===== src/rtl/intersection_pkg.sv =====
// Shared definitions for the intersection controller.
// Holds the phase enumeration, which is also the encoding seen on the
// phase output, and the one-hot light codes used for both roads.
package intersection_pkg;

    typedef enum logic [2:0] {
        MAIN_GREEN  = 3'd0,
        MAIN_YELLOW = 3'd1,
        ALL_RED_A   = 3'd2,
        SIDE_GREEN  = 3'd3,
        SIDE_YELLOW = 3'd4,
        ALL_RED_B   = 3'd5,
        PED_WALK    = 3'd6
    } phase_t;

    // Light codes, packed as {red,yellow,green}
    localparam logic [2:0] LIGHT_GREEN  = 3'b001;
    localparam logic [2:0] LIGHT_YELLOW = 3'b010;
    localparam logic [2:0] LIGHT_RED    = 3'b100;

endpackage


===== src/rtl/phase_timer.sv =====
// Loadable down-counter that times how long each phase lasts.
// Ports:
//   clk      - rising-edge clock
//   reset_n  - asynchronous active-low reset, returns the count to RESET_VAL
//   i_load   - load i_value this cycle (takes priority over counting)
//   i_value  - value to load, which is the phase duration minus one
//   o_count  - current count
//   o_done   - high while the count is zero
module phase_timer #(
    parameter int              CNT_W     = 8,
    parameter logic [CNT_W-1:0] RESET_VAL = '0
) (
    input  logic             clk,
    input  logic             reset_n,
    input  logic             i_load,
    input  logic [CNT_W-1:0] i_value,
    output logic [CNT_W-1:0] o_count,
    output logic             o_done
);

    logic [CNT_W-1:0] r_count;

    // The counter parks at zero so a phase that waits on an external
    // request keeps reporting done until it is allowed to move on.
    always_ff @(posedge clk or negedge reset_n) begin
        if (!reset_n) begin
            r_count <= RESET_VAL;
        end else if (i_load) begin
            r_count <= i_value;
        end else if (r_count != '0) begin
            r_count <= r_count - 1'b1;
        end
    end

    assign o_count = r_count;
    assign o_done  = (r_count == '0);

endmodule


===== src/rtl/intersection_controller.sv =====
// Traffic controller for a main road, a side road and a pedestrian crossing.
// Main road rests on green; side-road and pedestrian requests are latched
// and served in turn, with yellow and all-red clearance between phases.
// Ports:
//   clk          - rising-edge clock
//   reset_n      - asynchronous active-low reset
//   side_req     - side-road vehicle sensor (level)
//   ped_req      - pedestrian button (pulse or level)
//   main_lights  - {red,yellow,green} for the main road
//   side_lights  - {red,yellow,green} for the side road
//   walk         - pedestrian walk signal
//   ped_ack      - single-cycle pulse on the first walk cycle
//   phase        - current phase encoding
module intersection_controller
    import intersection_pkg::*;
#(
    parameter int GREEN_MIN = 4,
    parameter int GREEN_MAX = 8,
    parameter int YELLOW_T  = 2,
    parameter int ALLRED_T  = 1,
    parameter int WALK_T    = 3,
    parameter int CNT_W     = 8
) (
    input  logic       clk,
    input  logic       reset_n,
    input  logic       side_req,
    input  logic       ped_req,
    output logic [2:0] main_lights,
    output logic [2:0] side_lights,
    output logic       walk,
    output logic       ped_ack,
    output logic [2:0] phase
);

    // Side green may end early once the count has fallen to this value,
    // i.e. once GREEN_MIN cycles have elapsed from the GREEN_MAX-1 load.
    localparam logic [CNT_W-1:0] SIDE_EXT = CNT_W'(GREEN_MAX - GREEN_MIN);

    phase_t           r_state;
    phase_t           w_next;
    logic             r_side_pending;
    logic             r_ped_pending;
    logic [2:0]       r_main_lights;
    logic [2:0]       r_side_lights;
    logic             r_walk;
    logic             r_ped_ack;
    logic [CNT_W-1:0] w_count;
    logic             w_done;
    logic             w_load;
    logic [CNT_W-1:0] w_load_value;
    logic [2:0]       w_main_next;
    logic [2:0]       w_side_next;

    // Phase sequencing. Any phase change restarts the timer with the
    // duration of the phase being entered.
    always_comb begin
        w_next = r_state;
        case (r_state)
            MAIN_GREEN:  if (w_done && (r_side_pending || r_ped_pending)) w_next = MAIN_YELLOW;
            MAIN_YELLOW: if (w_done) w_next = ALL_RED_A;
            ALL_RED_A:   if (w_done) w_next = r_ped_pending ? PED_WALK : SIDE_GREEN;
            SIDE_GREEN:  if (w_done || (!side_req && (w_count <= SIDE_EXT))) w_next = SIDE_YELLOW;
            SIDE_YELLOW: if (w_done) w_next = ALL_RED_B;
            ALL_RED_B:   if (w_done) w_next = MAIN_GREEN;
            PED_WALK:    if (w_done) w_next = r_side_pending ? SIDE_GREEN : ALL_RED_B;
            default:     w_next = MAIN_GREEN;
        endcase
    end

    // Timer reload value and light pattern for the phase about to be held.
    // Side green loads its maximum; the early exit above trims it.
    always_comb begin
        w_load       = (w_next != r_state);
        w_load_value = CNT_W'(GREEN_MIN - 1);
        w_main_next  = LIGHT_RED;
        w_side_next  = LIGHT_RED;
        case (w_next)
            MAIN_GREEN:  begin w_load_value = CNT_W'(GREEN_MIN - 1); w_main_next = LIGHT_GREEN;  end
            MAIN_YELLOW: begin w_load_value = CNT_W'(YELLOW_T - 1);  w_main_next = LIGHT_YELLOW; end
            ALL_RED_A:   w_load_value = CNT_W'(ALLRED_T - 1);
            SIDE_GREEN:  begin w_load_value = CNT_W'(GREEN_MAX - 1); w_side_next = LIGHT_GREEN;  end
            SIDE_YELLOW: begin w_load_value = CNT_W'(YELLOW_T - 1);  w_side_next = LIGHT_YELLOW; end
            ALL_RED_B:   w_load_value = CNT_W'(ALLRED_T - 1);
            PED_WALK:    w_load_value = CNT_W'(WALK_T - 1);
            default:     w_load_value = CNT_W'(GREEN_MIN - 1);
        endcase
    end

    phase_timer #(
        .CNT_W     (CNT_W),
        .RESET_VAL (CNT_W'(GREEN_MIN - 1))
    ) u_timer (
        .clk     (clk),
        .reset_n (reset_n),
        .i_load  (w_load),
        .i_value (w_load_value),
        .o_count (w_count),
        .o_done  (w_done)
    );

    // State and outputs are registered together from the next-state
    // decode, so the outputs always describe the phase currently held.
    always_ff @(posedge clk or negedge reset_n) begin
        if (!reset_n) begin
            r_state       <= MAIN_GREEN;
            r_main_lights <= LIGHT_GREEN;
            r_side_lights <= LIGHT_RED;
            r_walk        <= 1'b0;
            r_ped_ack     <= 1'b0;
        end else begin
            r_state       <= w_next;
            r_main_lights <= w_main_next;
            r_side_lights <= w_side_next;
            r_walk        <= (w_next == PED_WALK);
            r_ped_ack     <= (w_next == PED_WALK) && (r_state != PED_WALK);
        end
    end

    // Request latches. Clearing on entry wins over a request arriving on
    // the same edge, so that request is treated as served by the new phase.
    always_ff @(posedge clk or negedge reset_n) begin
        if (!reset_n) begin
            r_side_pending <= 1'b0;
            r_ped_pending  <= 1'b0;
        end else begin
            if (w_next == SIDE_GREEN && r_state != SIDE_GREEN) begin
                r_side_pending <= 1'b0;
            end else if (side_req && r_state != SIDE_GREEN) begin
                r_side_pending <= 1'b1;
            end
            if (w_next == PED_WALK && r_state != PED_WALK) begin
                r_ped_pending <= 1'b0;
            end else if (ped_req && r_state != PED_WALK) begin
                r_ped_pending <= 1'b1;
            end
        end
    end

    assign main_lights = r_main_lights;
    assign side_lights = r_side_lights;
    assign walk        = r_walk;
    assign ped_ack     = r_ped_ack;
    assign phase       = r_state;

endmodule

===== config.mk =====
export PLATFORM = sky130hd
export DESIGN_NAME = intersection_controller
export DESIGN_NICKNAME = d
export VERILOG_FILES = /design/src/rtl/intersection_pkg.sv /design/src/rtl/phase_timer.sv /design/src/rtl/intersection_controller.sv
export SDC_FILE = /design/constraint.sdc
export NUM_CORES = 1
export LEC_CHECK = 0
export ABC_AREA = 1
export ABC_CLOCK_PERIOD_IN_PS = 2500
export BUFFER_PORTS_ARGS = -buffer_cell sky130_fd_sc_hd__buf_2
export CORE_UTILIZATION = 57
export DETAILED_ROUTE_END_ITERATION = 8
export GPL_ROUTABILITY_DRIVEN = 0
export PLACE_DENSITY = 0.89
export SETUP_SLACK_MARGIN = 0.2
export SLEW_MARGIN = 20
export SYNTH_ARGS = -nofsm -noshare
export SYNTH_HDL_FRONTEND = slang
export SYNTH_HIERARCHICAL = 1
export SYNTH_SLANG_ARGS = --single-unit

===== constraint.sdc =====
create_clock -name clk -period 2.5 [get_ports clk]
set_input_delay 0.125 -clock clk [delete_from_list [all_inputs] [get_ports clk]]
set_output_delay 0.125 -clock clk [all_outputs]
set_load 0.03 [all_outputs]

==> metrics.md <==
| Metric | Value |
|---|---|
| Post-Layout Cell Count | around 270 |
| Routed Antenna Nets | 0 |
| CTS tree | done |
| H-tree levels | 1 |
| Ranking of synthesized cells by area | dfrtp_1 (31%), nand2_1 (16%), nor2_1 (8.3%) |
| Via count | ~1400 |
| Final hold vios | 0 |
| Peak Freq | 0.4281 GHz |
| Grt ovf | 0 |
| Async SR Flop Fraction | 100.0% |
| Synth Instances | 195 |
| Number of global-route vias before repair | 1184 |
| EDFF count, synth | 0 |
| Final Slew Violations | 0 |
| GRT Util Overall | 27.06% |
| Synthesized cell area | 1354 um^2 |
| Total length of routed wires | 3755 um |
| Crit path capture type | flip-flop |
| Syn Area/Cell | slightly below 7 um^2 |
| Ant. Diodes | 0 |
| Clk root buf | clkbuf_4 |
| DR top layer | met4 |
| Cell count after placement | between 200 and 250 |
| Hold_ws | 0.05297 ns |
| CTS Sinks | 21 |
| Starting Density | 60.62% |
| Die Ht | 50.74 um |
| Outcome | finished clean |
| Worst-case clock buffer depth | 2 |
| Register Area | 533.0 um^2 |
| Layout area overhead | 33.18% |
| Clock Skews | between 0.0015 and 0.002 ns |
| Ports | 15 |
| Overall die width | around 50 um |
| Filler cell count in the final layout | between 100 and 150 |
| RSZ-0062 raised after global routing | true |
| Hold Crit Class | primary input to flip-flop |
| CP Launch Type | flip-flop |
| Main synth FF type | dfrtp_1 |
| First-pass GRT wire length | 5147 um |
| Most used standard cell by instance count after synthesis | nand2_1 |
| Skew-Pair Late Insertion Delay | ~0.32 ns |
| Drt drc | 0 |
| Area of the multi-input gates | 845.8 um^2 |
| Clock Pin Slew Worst Setup and Hold Paths | 0.12 ns |
| Met2 WL | 1846 um |
| PortBufs | 14 |
| Critical Path RT | around 2.8 ns |
| Initial antenna violation count | 0 |
| Crit path max fanout | 8 |
| Pin count of the biggest net entering global routing | 22 |
| Post-synthesis sequential area ratio | 39.19% |
| Layout cell share with drive strength beyond 1 | 42.19% |
| Vias per Instance | 5.317 |
| Max cap viols | 0 |
| Met3 wire len | 312 um |
| Core area | 2233 um^2 |
| TritonRoute pass-1 iters | 4 |
| FF+latch count, synth | 21 |
| Synth cell count leaders | nand2_1 (57), nor2_1 (30), inv_1 (22) |
| Die ar. | 2574 um^2 |
| Leading area contributor after synthesis | dfrtp_1 |
| Total negative slack | 0 ns |
| Num CTS Buffers | 3 |
| Starting DRT DRC Count | 52 |
| Share of the synthesized area in the top cell type | 31.42% |
| Layout Nets | 243 |
| Final worst-path cycle share | 93.44% |
| Setup CP Type | flip-flop to flip-flop |
| Final-report setup violation count | 0 |
| Core Rows | 17 |
| Post-detailed-route wirelength per cell | approximately 14 um |
| Wire length on met1 | ~1500 um |
| Post-synthesis cell type count | 28 |
| Yosys warns | 6 |
| Dpl hpwl | 2139 um |
| CP Data Arrival Time | 2.60 ns |
| Minimum clock period | 2.336 ns |
## worst max-delay path: stages, from the launching register on
cell and delay, ns:
dfstp_2 0.40, inv_2 0.11, ha_4 0.16, nand2_4 0.06
nor2_4 0.29, nand2_2 0.12, inv_2 0.08, nor2_1 0.04
nand2_1 0.07, nand2_2 0.07, nor2_4 0.15, nand2_4 0.08
nand2_2 0.07, nand2_2 0.07, nand3_4 0.10, buf_6 0.13
nand2_1 0.06, o21ai_1 0.08, nand2_1 0.08, o21ai_2 0.05
## worst paths after layout
path,from,end,slack (ns),cells past startpoint
worst max register to register,u_timer/o_count[0],u_timer/o_count[0],0.16,19
max in group asynchronous,reset_n,u_timer/o_count[0],1.88,2
min in group asynchronous,reset_n,r_side_pending,0.28,2
worst min register to register,u_timer/o_count[1],u_timer/o_count[1],0.51,2
worst min-delay path,ped_req,r_ped_pending,0.05,3
worst max-delay path,u_timer/o_count[0],u_timer/o_count[0],0.16,19
## flip-flops by register name, indices dropped and copies added (netlist names)
signal           count
ped_ack              1
r_ped_pending        1
side_lights          3
u_timer/o_count      8
phase                3
main_lights          3
r_side_pending       1
walk                 1
## per-layer routing
metal | up-vias | track usage, %
li1 | 674 | -
met1 | 649 | 38.03
met2 | 75 | 41.78
met3 | 11 | 5.152
met4 | 0 | 8.796
met5 | - | 0
## layout make-up
cell class	instances	share of cell area [%]
repair buffers	37	14.02
multi-input cells	148	46.91
inverters	27	6.037
clock buffers	3	1.249
well taps	28	1.943
clock inverters	1	0.2776
flip-flops and latches	21	29.56
## stage by stage
| stage | utilization [%] | worst slack, ns | area, um^2 |
|---|---|---|---|
| after detailed placement | 66.44 | 0.1132 | 1484 |
| after floorplan | - | 0.2494 | 1369 |
| after global routing | 80.73 | 0.04435 | 1803 |
| after global placement | 66.44 | 0.1794 | 1484 |
| after CTS | 70.08 | 0.2019 | 1565 |
| final | 80.73 | 0.1640 | 1803 |
## cells by family after synthesis
| logic type | Yosys count | synth area share (%) |
|---|---|---|
| AND/OR/NAND/NOR | 125 | 42.33 |
| buffers and inverters | 30 | 9.149 |
| flip-flops | 21 | 39.19 |
| AO/OA/AOI/OAI | 15 | 6.839 |
| XOR/XNOR | 2 | 1.294 |
| adder cells (fa/ha/maj) | 1 | 0.9241 |
| other | 1 | 0.2770 |
## cell usage in the layout (no fill, tap or decap), types with 5 or more instances in the layout
cell     synthesis  routed
nand2_1         57      50
nor2_4           3       8
nand2_2          9      14
nand3_1         16      10
inv_1           22      19
buf_2            1      14
dfrtp_1         17      15
nor2_1          30      23
nand3_2          1       5
inv_2            3       5
buf_4            2      20
nor2_2           5       7
conb_1           1       5
## timing repair
item / in CTS / in global routing
buffers inserted: 4 / 14
resized for setup: 5 / 39
pin swaps: 3 / 16
setup endpoints to repair: 6 / 8
hold endpoints to repair: 17 / 0
hold buffers: 1 / 0
Power is left out: the tool's default activity adds up to more than one toggle a clock period on the data nets, which glitch-free logic cannot reach.
